**config.mk**
```make
export PLATFORM = sky130hd
export DESIGN_NAME = mul_div_unit
export DESIGN_NICKNAME = d
export VERILOG_FILES = /design/src/rtl/mul_div_unit.sv
export SDC_FILE = /design/constraint.sdc
export NUM_CORES = 1
export LEC_CHECK = 0
export CORE_MARGIN = 4
export CORE_UTILIZATION = 50
export CTS_CLUSTER_SIZE = 14
export DETAILED_ROUTE_END_ITERATION = 8
export PLACE_DENSITY_LB_ADDON = 0.05
export SLEW_MARGIN = 20
export SYNTH_ARGS = -nofsm -noshare
export SYNTH_HDL_FRONTEND = slang
export SYNTH_SLANG_ARGS = --single-unit
export TNS_END_PERCENT = 10
```
**constraint.sdc**
```tcl
create_clock -name clk -period 5 [get_ports clk]
set_input_delay 1.5 -clock clk [delete_from_list [all_inputs] [get_ports clk]]
set_output_delay 1.5 -clock clk [all_outputs]
set_load 0.1 [all_outputs]
```
**src/rtl/mul_div_unit.sv**
```systemverilog
// Sequential signed multiply (radix-2 Booth) / divide (restoring on magnitudes) unit.
// Both operations take the same fixed latency; ZHI/ZLO update only on entry to DONE.
module mul_div_unit #(
    parameter int WIDTH = 32
) (
    input  logic             clk,
    input  logic             clr,
    input  logic             start,
    input  logic             op,
    input  logic [WIDTH-1:0] A,
    input  logic [WIDTH-1:0] B,
    output logic             busy,
    output logic             done,
    output logic [WIDTH-1:0] ZHI,
    output logic [WIDTH-1:0] ZLO
);

    localparam int            CW   = $clog2(WIDTH + 1);
    localparam logic [CW-1:0] LAST = CW'(WIDTH);

    typedef enum logic [1:0] {IDLE, RUN, FIX, DONE} state_t;

    state_t           state, state_nx;
    logic [CW-1:0]    cnt;
    logic             op_q, sa_q, sb_q, bz_q;
    logic [WIDTH-1:0] a_q, m_q;
    // Multiply layout {P, Q, q_-1}; divide layout {R (WIDTH+1 bits), Q}.
    logic [2*WIDTH:0] acc;

    logic [WIDTH-1:0] amag, bmag;
    logic [WIDTH:0]   p_ext, m_ext, bsum, shifted;
    logic [WIDTH+1:0] diff;
    logic [2*WIDTH:0] mul_nx, div_nx;
    logic [WIDTH-1:0] quo, rem, res_hi, res_lo;

    // NOTE: every variable assigned in always_comb gets a default first, so no path can infer a latch.
    always_comb begin
        state_nx = state;
        unique case (state)
            IDLE: if (start) state_nx = RUN;
            RUN:  if (cnt == LAST) state_nx = FIX;
            FIX:  state_nx = DONE;
            DONE: state_nx = IDLE;
            default: state_nx = IDLE;
        endcase
    end

    always_comb begin
        amag = A[WIDTH-1] ? -A : A;
        bmag = B[WIDTH-1] ? -B : B;

        // Booth add/subtract is done one bit wider so a most-negative multiplicand cannot overflow.
        p_ext = {acc[2*WIDTH], acc[2*WIDTH:WIDTH+1]};
        m_ext = {m_q[WIDTH-1], m_q};
        bsum  = p_ext;
        if (acc[1:0] == 2'b01)      bsum = p_ext + m_ext;
        else if (acc[1:0] == 2'b10) bsum = p_ext - m_ext;
        mul_nx = {bsum, acc[WIDTH:1]};

        shifted = {acc[2*WIDTH-1:WIDTH], acc[WIDTH-1]};
        diff    = {1'b0, shifted} - {2'b00, m_q};
        div_nx  = {(diff[WIDTH+1] ? shifted : diff[WIDTH:0]), acc[WIDTH-2:0], ~diff[WIDTH+1]};

        quo    = acc[WIDTH-1:0];
        rem    = acc[2*WIDTH-1:WIDTH];
        res_hi = acc[2*WIDTH:WIDTH+1];
        res_lo = acc[WIDTH:1];
        if (op_q) begin
            if (bz_q) begin
                res_lo = '1;
                res_hi = a_q;
            end else begin
                res_lo = (sa_q ^ sb_q) ? -quo : quo;
                res_hi = sa_q ? -rem : rem;
            end
        end
    end

    // NOTE: the datapath registers are reset along with the control state, so an aborted operation leaves nothing behind.
    always_ff @(posedge clk or negedge clr) begin
        if (!clr) begin
            state <= IDLE;
            cnt   <= '0;
            op_q  <= 1'b0;
            sa_q  <= 1'b0;
            sb_q  <= 1'b0;
            bz_q  <= 1'b0;
            a_q   <= '0;
            m_q   <= '0;
            acc   <= '0;
            ZHI   <= '0;
            ZLO   <= '0;
        end else begin
            // NOTE: sequential state uses non-blocking assignments so every register sees pre-edge values.
            state <= state_nx;
            unique case (state)
                IDLE: begin
                    if (start) begin
                        op_q <= op;
                        a_q  <= A;
                        sa_q <= A[WIDTH-1];
                        sb_q <= B[WIDTH-1];
                        bz_q <= (B == '0);
                        cnt  <= '0;
                        if (op) begin
                            m_q <= bmag;
                            acc <= {{(WIDTH+1){1'b0}}, amag};
                        end else begin
                            m_q <= A;
                            acc <= {{WIDTH{1'b0}}, B, 1'b0};
                        end
                    end
                end
                RUN: begin
                    // The final RUN cycle (cnt == WIDTH) only hands over to FIX.
                    if (cnt != LAST) begin
                        acc <= op_q ? div_nx : mul_nx;
                        cnt <= cnt + CW'(1);
                    end
                end
                FIX: begin
                    ZHI <= res_hi;
                    ZLO <= res_lo;
                end
                default: ;
            endcase
        end
    end

    assign busy = (state != IDLE);
    assign done = (state == DONE);

endmodule

```
==> metrics, run 1 <==
reg-to-reg slack, setup=0.44 ns; Area Growth Syn to Fin=13.5%; hpwl dp=between 40,000 and 50,000 um; Post-synth ARST share=100%; 1st-iter DRT viols=1,444; CP Data Arrival Time=approximately 5 ns; Yosys warnings=0; fmax=0.219 GHz; Worst Path Class, Setup=reg -> reg; commonest non-fill, non-tap cells in the layout=o21ai_0 (251), nand2_1 (244), a21oi_1 (231); Slew Limit Fails=0; hold_buf cts=0; post-layout net count=2,595; worst skew pair latency=around 0.57 ns; I/O Buffers=about 130; post-CTS setup buffer count=0; CTS buffer count=25; max incr delay on CP=0.74 ns; Worst Hold End=a_q[1]$_DFFE_PN0P_; crit end category=flip-flop; CTS root buffer=clkbuf_16; Crit path top cell by count=a21oi_1; share of layout cells above drive strength 1=just over 8%; Hold Path Depth=2; Synth Net Count=about 2,600; count of cells resized by post-cts repair=0; Crit Path Max Fanout=9; status=completed; Seq cells post-synth=slightly above 200; Max-Cap Viols=0; Vias=around 18,000; residual DRC count=0; clock sink total=about 200; FF-to-FF path depth=14; Vias/cell=roughly 6.3; most common cell after layout, fill and taps aside=o21ai_0; CP cell instances=ha_1 -> inv_1 -> fa_1 -> o21bai_1 -> a21oi_1 -> o311ai_0 -> a21oi_1 -> a21oi_1 -> buf_4 -> a31oi_1 -> o31ai_1 -> nor4_1 -> o32ai_1 -> a31oi_1; first-pass iteration count of the detailed router=5; Max H-tree Level=1; Final Cycle Share=between 90% and 100%; first-pass GRT wire length=roughly 100,000 um; hold path start=a_q[1]$_DFFE_PN0P_; worst endpoint required time=5.40 ns; Mapped Cells=2,383; Worst R2R End=acc[62]$_DFFE_PN0P_; remaining antenna violation count after routing=0; Core ar.=between 30,000 and 40,000 um^2; Setup Viol. Count Final=0; setup_tns=0 ns; critical path startpoint=acc[33]$_DFFE_PN0P_; mapped cell area=18,500 um^2; synthesized area per cell=around 7.8 um^2; CP startpoint kind=flip-flop; worst r2r src=acc[33]$_DFFE_PN0P_; Max Root-Sink Buffers=3; IO Pins=approximately 130; Min Clock Period, post-route=~4.6 ns; number of flops mapped to enable cells by yosys=0; GPL Wtd Cong=0.945; Worst-path clk slew=~0.060 ns; CTS tree=yes; die width=around 200 um; gr ovfl total=0; largest net degree at the start of global routing=roughly 120; drt total wl=roughly 64,000 um; Hold Fails Final Rpt=0; Clock Skews=between 0.02 and 0.03 ns; Routed wire per std cell=~22 um; Slew headroom=20.2%; CP max stage cell=o311ai_0; Die Ht=200 um; unrepaired setup endpoints after global routing=no; Netlist cell types=80; Die ar.=between 40,000 and 50,000 um^2; vias in the first global route=about 18,000; Seq/Total Area, Yosys=27.6%; std cell rows=70; gr usage total=30.3%; antenna violations before repair=4; top_reg_cell synth=dfrtp_1; Initial Util=just over 50%; hold crit path type=reg -> reg; actual slew at the worst max-slew pin=roughly 1.2 ns
logic make-up (layout without fill, tap and decap cells):
| kind of cell | count (synthesis) | in the layout | share of synthesized area, % |
|---|---|---|---|
| muxes | 107 | 107 | 6.10 |
| DFF | 204 | 204 | 27.6 |
| buffers and inverters | 316 | 367 | 6.49 |
| other | 0 | 2 | 0 |
| and+or+nand+nor | 647 | 647 | 16.2 |
| adders and majority gates | 112 | 112 | 7.70 |
| xor gates and xnor gates | 151 | 151 | 7.15 |
| AOI/OAI and AO/OA | 846 | 846 | 28.7 |
layer usage:
layer | routed length (um) | share of wire [%] | GRT usage [%]
met1 | 28700 | 45 | 43.3
met2 | 28100 | 44 | 47.3
met3 | 5000 | 7.9 | 6.04
met4 | 1700 | 2.7 | 8.06
met5 | 41 | 0.065 | 0
synth_stat cells (all sizes together) (52+ instances only):
cell	number	share of area, %
a21oi	231	6.3
ha	109	7.4
o31ai	58	2.4
clkbuf	174	3.5
xor2	99	4.7
o21ai	259	7.0
nand2	247	5.0
dfrtp	204	28
mux2i	61	3.3
nor2	187	3.8
xnor2	52	2.5
inv	124	2.5
critical path: cells and delay by family, from the launching register on:
| kind | cells | cell delay [ns] |
|---|---|---|
| compound gates | 9 | 2.88 |
| fa+ha+maj | 2 | 0.66 |
| flops | 1 | 0.54 |
| buf+inv | 2 | 0.22 |
| simple gates | 1 | 0.11 |
cell type report:
type / count / area [um^2]
fillers: 3419 / 15500
multi-input cells: 1863 / 12200
flip-flops and latches: 204 / 5110
repair buffers: 195 / 1790
clock buffers: 33 / 666
well taps: 468 / 586
inverters: 126 / 473
clock inverters: 13 / 121
diodes: 2 / 5.00
how the worst max path moves through the flow:
stage / to / slack (ns) / cells past startpoint
floorplan: m_q[28]$_DFFE_PN0P_ / 0.82 / 10
global placement: m_q[28]$_DFFE_PN0P_ / 0.13 / 11
detailed placement: m_q[28]$_DFFE_PN0P_ / 0.11 / 11
CTS: acc[62]$_DFFE_PN0P_ / 0.58 / 13
global route: acc[62]$_DFFE_PN0P_ / 0.31 / 13
finish: acc[62]$_DFFE_PN0P_ / 0.44 / 14
registers in the layout, summed over array words and instances, names as in the netlist:
signal / flops
ZHI: 32
ZLO: 32
a_q: 31
acc: 65
bz_q: 1
cnt: 6
m_q: 32
op_q: 1
sa_q: 1
sb_q: 1
state: 2
metrics by stage:
step           instance area, um^2  utilization, %  setup WS [ns]  hold slack, ns  std cells
2_1_floorplan                18500               -          0.815           0.450       2383
3_3_place_gp                 20200            55.3          0.128           0.487       2856
3_5_place_dp                 20200            55.3          0.106           0.486       2856
4_1_cts                      21000            57.5          0.584           0.499       2902
5_1_grt                      21000            57.5          0.306           0.509       2902
6_report                     21000            57.5          0.441           0.491       2904
Power of run 1 is not shown: default switching activity piles up to over one toggle a cycle in this logic, so the estimate is an artifact.
==> run 2, diff against run 1 <==
- CORE_MARGIN: 4 -> not set
- TNS_END_PERCENT: 10 -> not set
==> run 2 against run 1 <==
Against the previous run: fmax increased by 3.5%; cell count increased by 0.31%; non-clock buffer count increased by 9; sequential share of layout area decreased by 0.28 points; final area increased by 1.2%; sequential cell count unchanged; worst hold slack improved by 0.0038 ns; core utilization increased by 0.70 points; critical path depth decreased by 3; setup slack improved by 0.15 ns; register-to-register slack improved by 0.32 ns.
==> metrics, run 2 (same netlist as run 1, synthesis figures left out) <==
status=completed; worst endpoint required time=5.40 ns (about the same); first-pass GRT wire length=102,000 um (+2.2%); CP startpoint kind=input port; fmax=0.227 GHz (+3.5%); area of the multi-input gates=12,200 um^2 (about the same); Initial Util=50.6% (unchanged); Core ar.=36,500 um^2 (unchanged); CTS root buffer=clkbuf_16; antenna violations before repair=1 (-3); largest net degree at the start of global routing=99 (-20%); ant diodes=0 (-2); 1st-iter DRT viols=1,544 (+6.9%); std cell rows=70 (unchanged); Die Ht=194 um (-3.0%); CTS tree=yes; Die ar.=37,800 um^2 (-5.9%); Reg area=5110 um^2 (about the same); GPL Wtd Cong=0.963 (+2.0%); setup_tns=0 ns (unchanged); gr ovfl total=0 (unchanged); die width=194 um (-3.0%); worst skew pair latency=0.58 ns (about the same); Slew headroom=27.4% (+7.3 points); Area Growth Syn to Fin=14.9%; commonest non-fill, non-tap cells in the layout=o21ai_0 (251), nand2_1 (245), a21oi_1 (231); Slew Limit Fails=0 (unchanged); residual DRC count=0 (unchanged); most common cell after layout, fill and taps aside=o21ai_0; crit end category=flip-flop; CP Data Arrival Time=4.81 ns (-0.15 ns); Clock Skews=0.0302 ns (+0.00440 ns); actual slew at the worst max-slew pin=1.08 ns (-0.104 ns); gr usage total=34.1% (+3.8 points); I/O Buffers=133 (unchanged); CTS buffer count=26 (+4.0%); post-CTS setup buffer count=0 (unchanged); drt total wl=65,000 um (+2.3%); Vias=18,500 (+0.77%); Routed wire per std cell=22.3 um (+2.0%); Crit Path Max Fanout=4 (-5); share of layout cells above drive strength 1=8.55% (+0.41 points); vias in the first global route=17,700 (+1.2%); Hold Fails Final Rpt=0 (unchanged); hold crit path type=reg -> reg; Min Clock Period, post-route=4.41 ns (-0.153 ns); unrepaired setup endpoints after global routing=no; max reg flops=65 (unchanged); Max H-tree Level=1 (unchanged); IO Pins=134 (unchanged); Worst-path clk slew=0.06 ns (about the same); hold_buf cts=0 (unchanged); first-pass iteration count of the detailed router=5 (unchanged); Final Cycle Share=88.1% (-3.1 points); Worst Path Class, Setup=in -> reg; remaining antenna violation count after routing=0 (unchanged); most flop-heavy register=acc; Vias/cell=6.34 (+0.46%); count of cells resized by post-cts repair=0 (unchanged); Setup Viol. Count Final=0 (unchanged); hpwl dp=47,800 um (+0.92%); post-layout net count=2,605 (+0.39%); clock sink total=204 (unchanged); Fillers=3,473 (+1.6%); Max Root-Sink Buffers=3 (unchanged); Max-Cap Viols=0 (unchanged)
-- run 2: changes by cell type in the layout (fill, tap and decap cells not counted), moves of 2 or more --
cell        previous run  this run
clkbuf_8               1         4
diode_2                2         0
clkinvlp_4             2         0
bufinv_16              1         5
buf_4                 62        69
buf_12                 0         2
-- run 2: critical path, stage by stage --
cell and delay, ns:
clkdlybuf4s50_1 0.42, or4_4 0.56, or4_1 0.48, or4_1 0.48, or3_1 0.42, nand2b_4 0.18
o21ai_0 0.24, xor2_1 0.18, nor2_1 0.06, a21oi_1 0.15, o21ai_0 0.11
-- run 2: final cells by class --
cell class | instances | share of cell area (%)
clock inverter | 12 | 1.01
sequential | 204 | 24.1
multi-input combinational | 1863 | 57.6
inverter | 126 | 2.23
timing repair buffer | 204 | 8.89
tap | 468 | 2.76
clock buffer | 36 | 3.43
-- run 2: metrics by stage --
stage          hold WS (ns)  setup slack [ns]  util, %  instance area [um^2]  std cells
2_1_floorplan         0.450             0.815        -                 18500       2383
3_3_place_gp          0.471             0.125     55.6                 20300       2865
3_5_place_dp          0.484            0.0301     55.6                 20300       2865
4_1_cts               0.498             0.617     58.2                 21200       2913
5_1_grt               0.519             0.403     58.2                 21300       2913
6_report              0.495             0.593     58.2                 21300       2913
-- run 2: worst paths after layout --
kind	start	cells past startpoint	slack (ns)	endpoint
hold / removal	a_q[1]$_DFFE_PN0P_	2	0.50	a_q[1]$_DFFE_PN0P_
setup reg to reg	acc[40]$_DFFE_PN0P_	12	0.76	acc[61]$_DFFE_PN0P_
min in group asynchronous	clr	1	0.96	state[0]$_DFFE_PN0P_
hold reg to reg	a_q[1]$_DFFE_PN0P_	2	0.50	a_q[1]$_DFFE_PN0P_
max in group asynchronous	clr	2	3.07	ZLO[26]$_DFFE_PN0P_
setup / recovery	B[11]	11	0.59	m_q[26]$_DFFE_PN0P_
-- run 2: metal layers --
| layer | GRT usage [%] | wire length, um | vias up |
|---|---|---|---|
| met5 | 0 | 11 | - |
| met4 | 11.4 | 2230 | 2 |
| met3 | 5.93 | 5200 | 129 |
| met2 | 53.1 | 28500 | 730 |
| met1 | 47.9 | 29000 | 8924 |
| li1 | - | - | 8689 |
Power of run 2 is left out for the same reason.
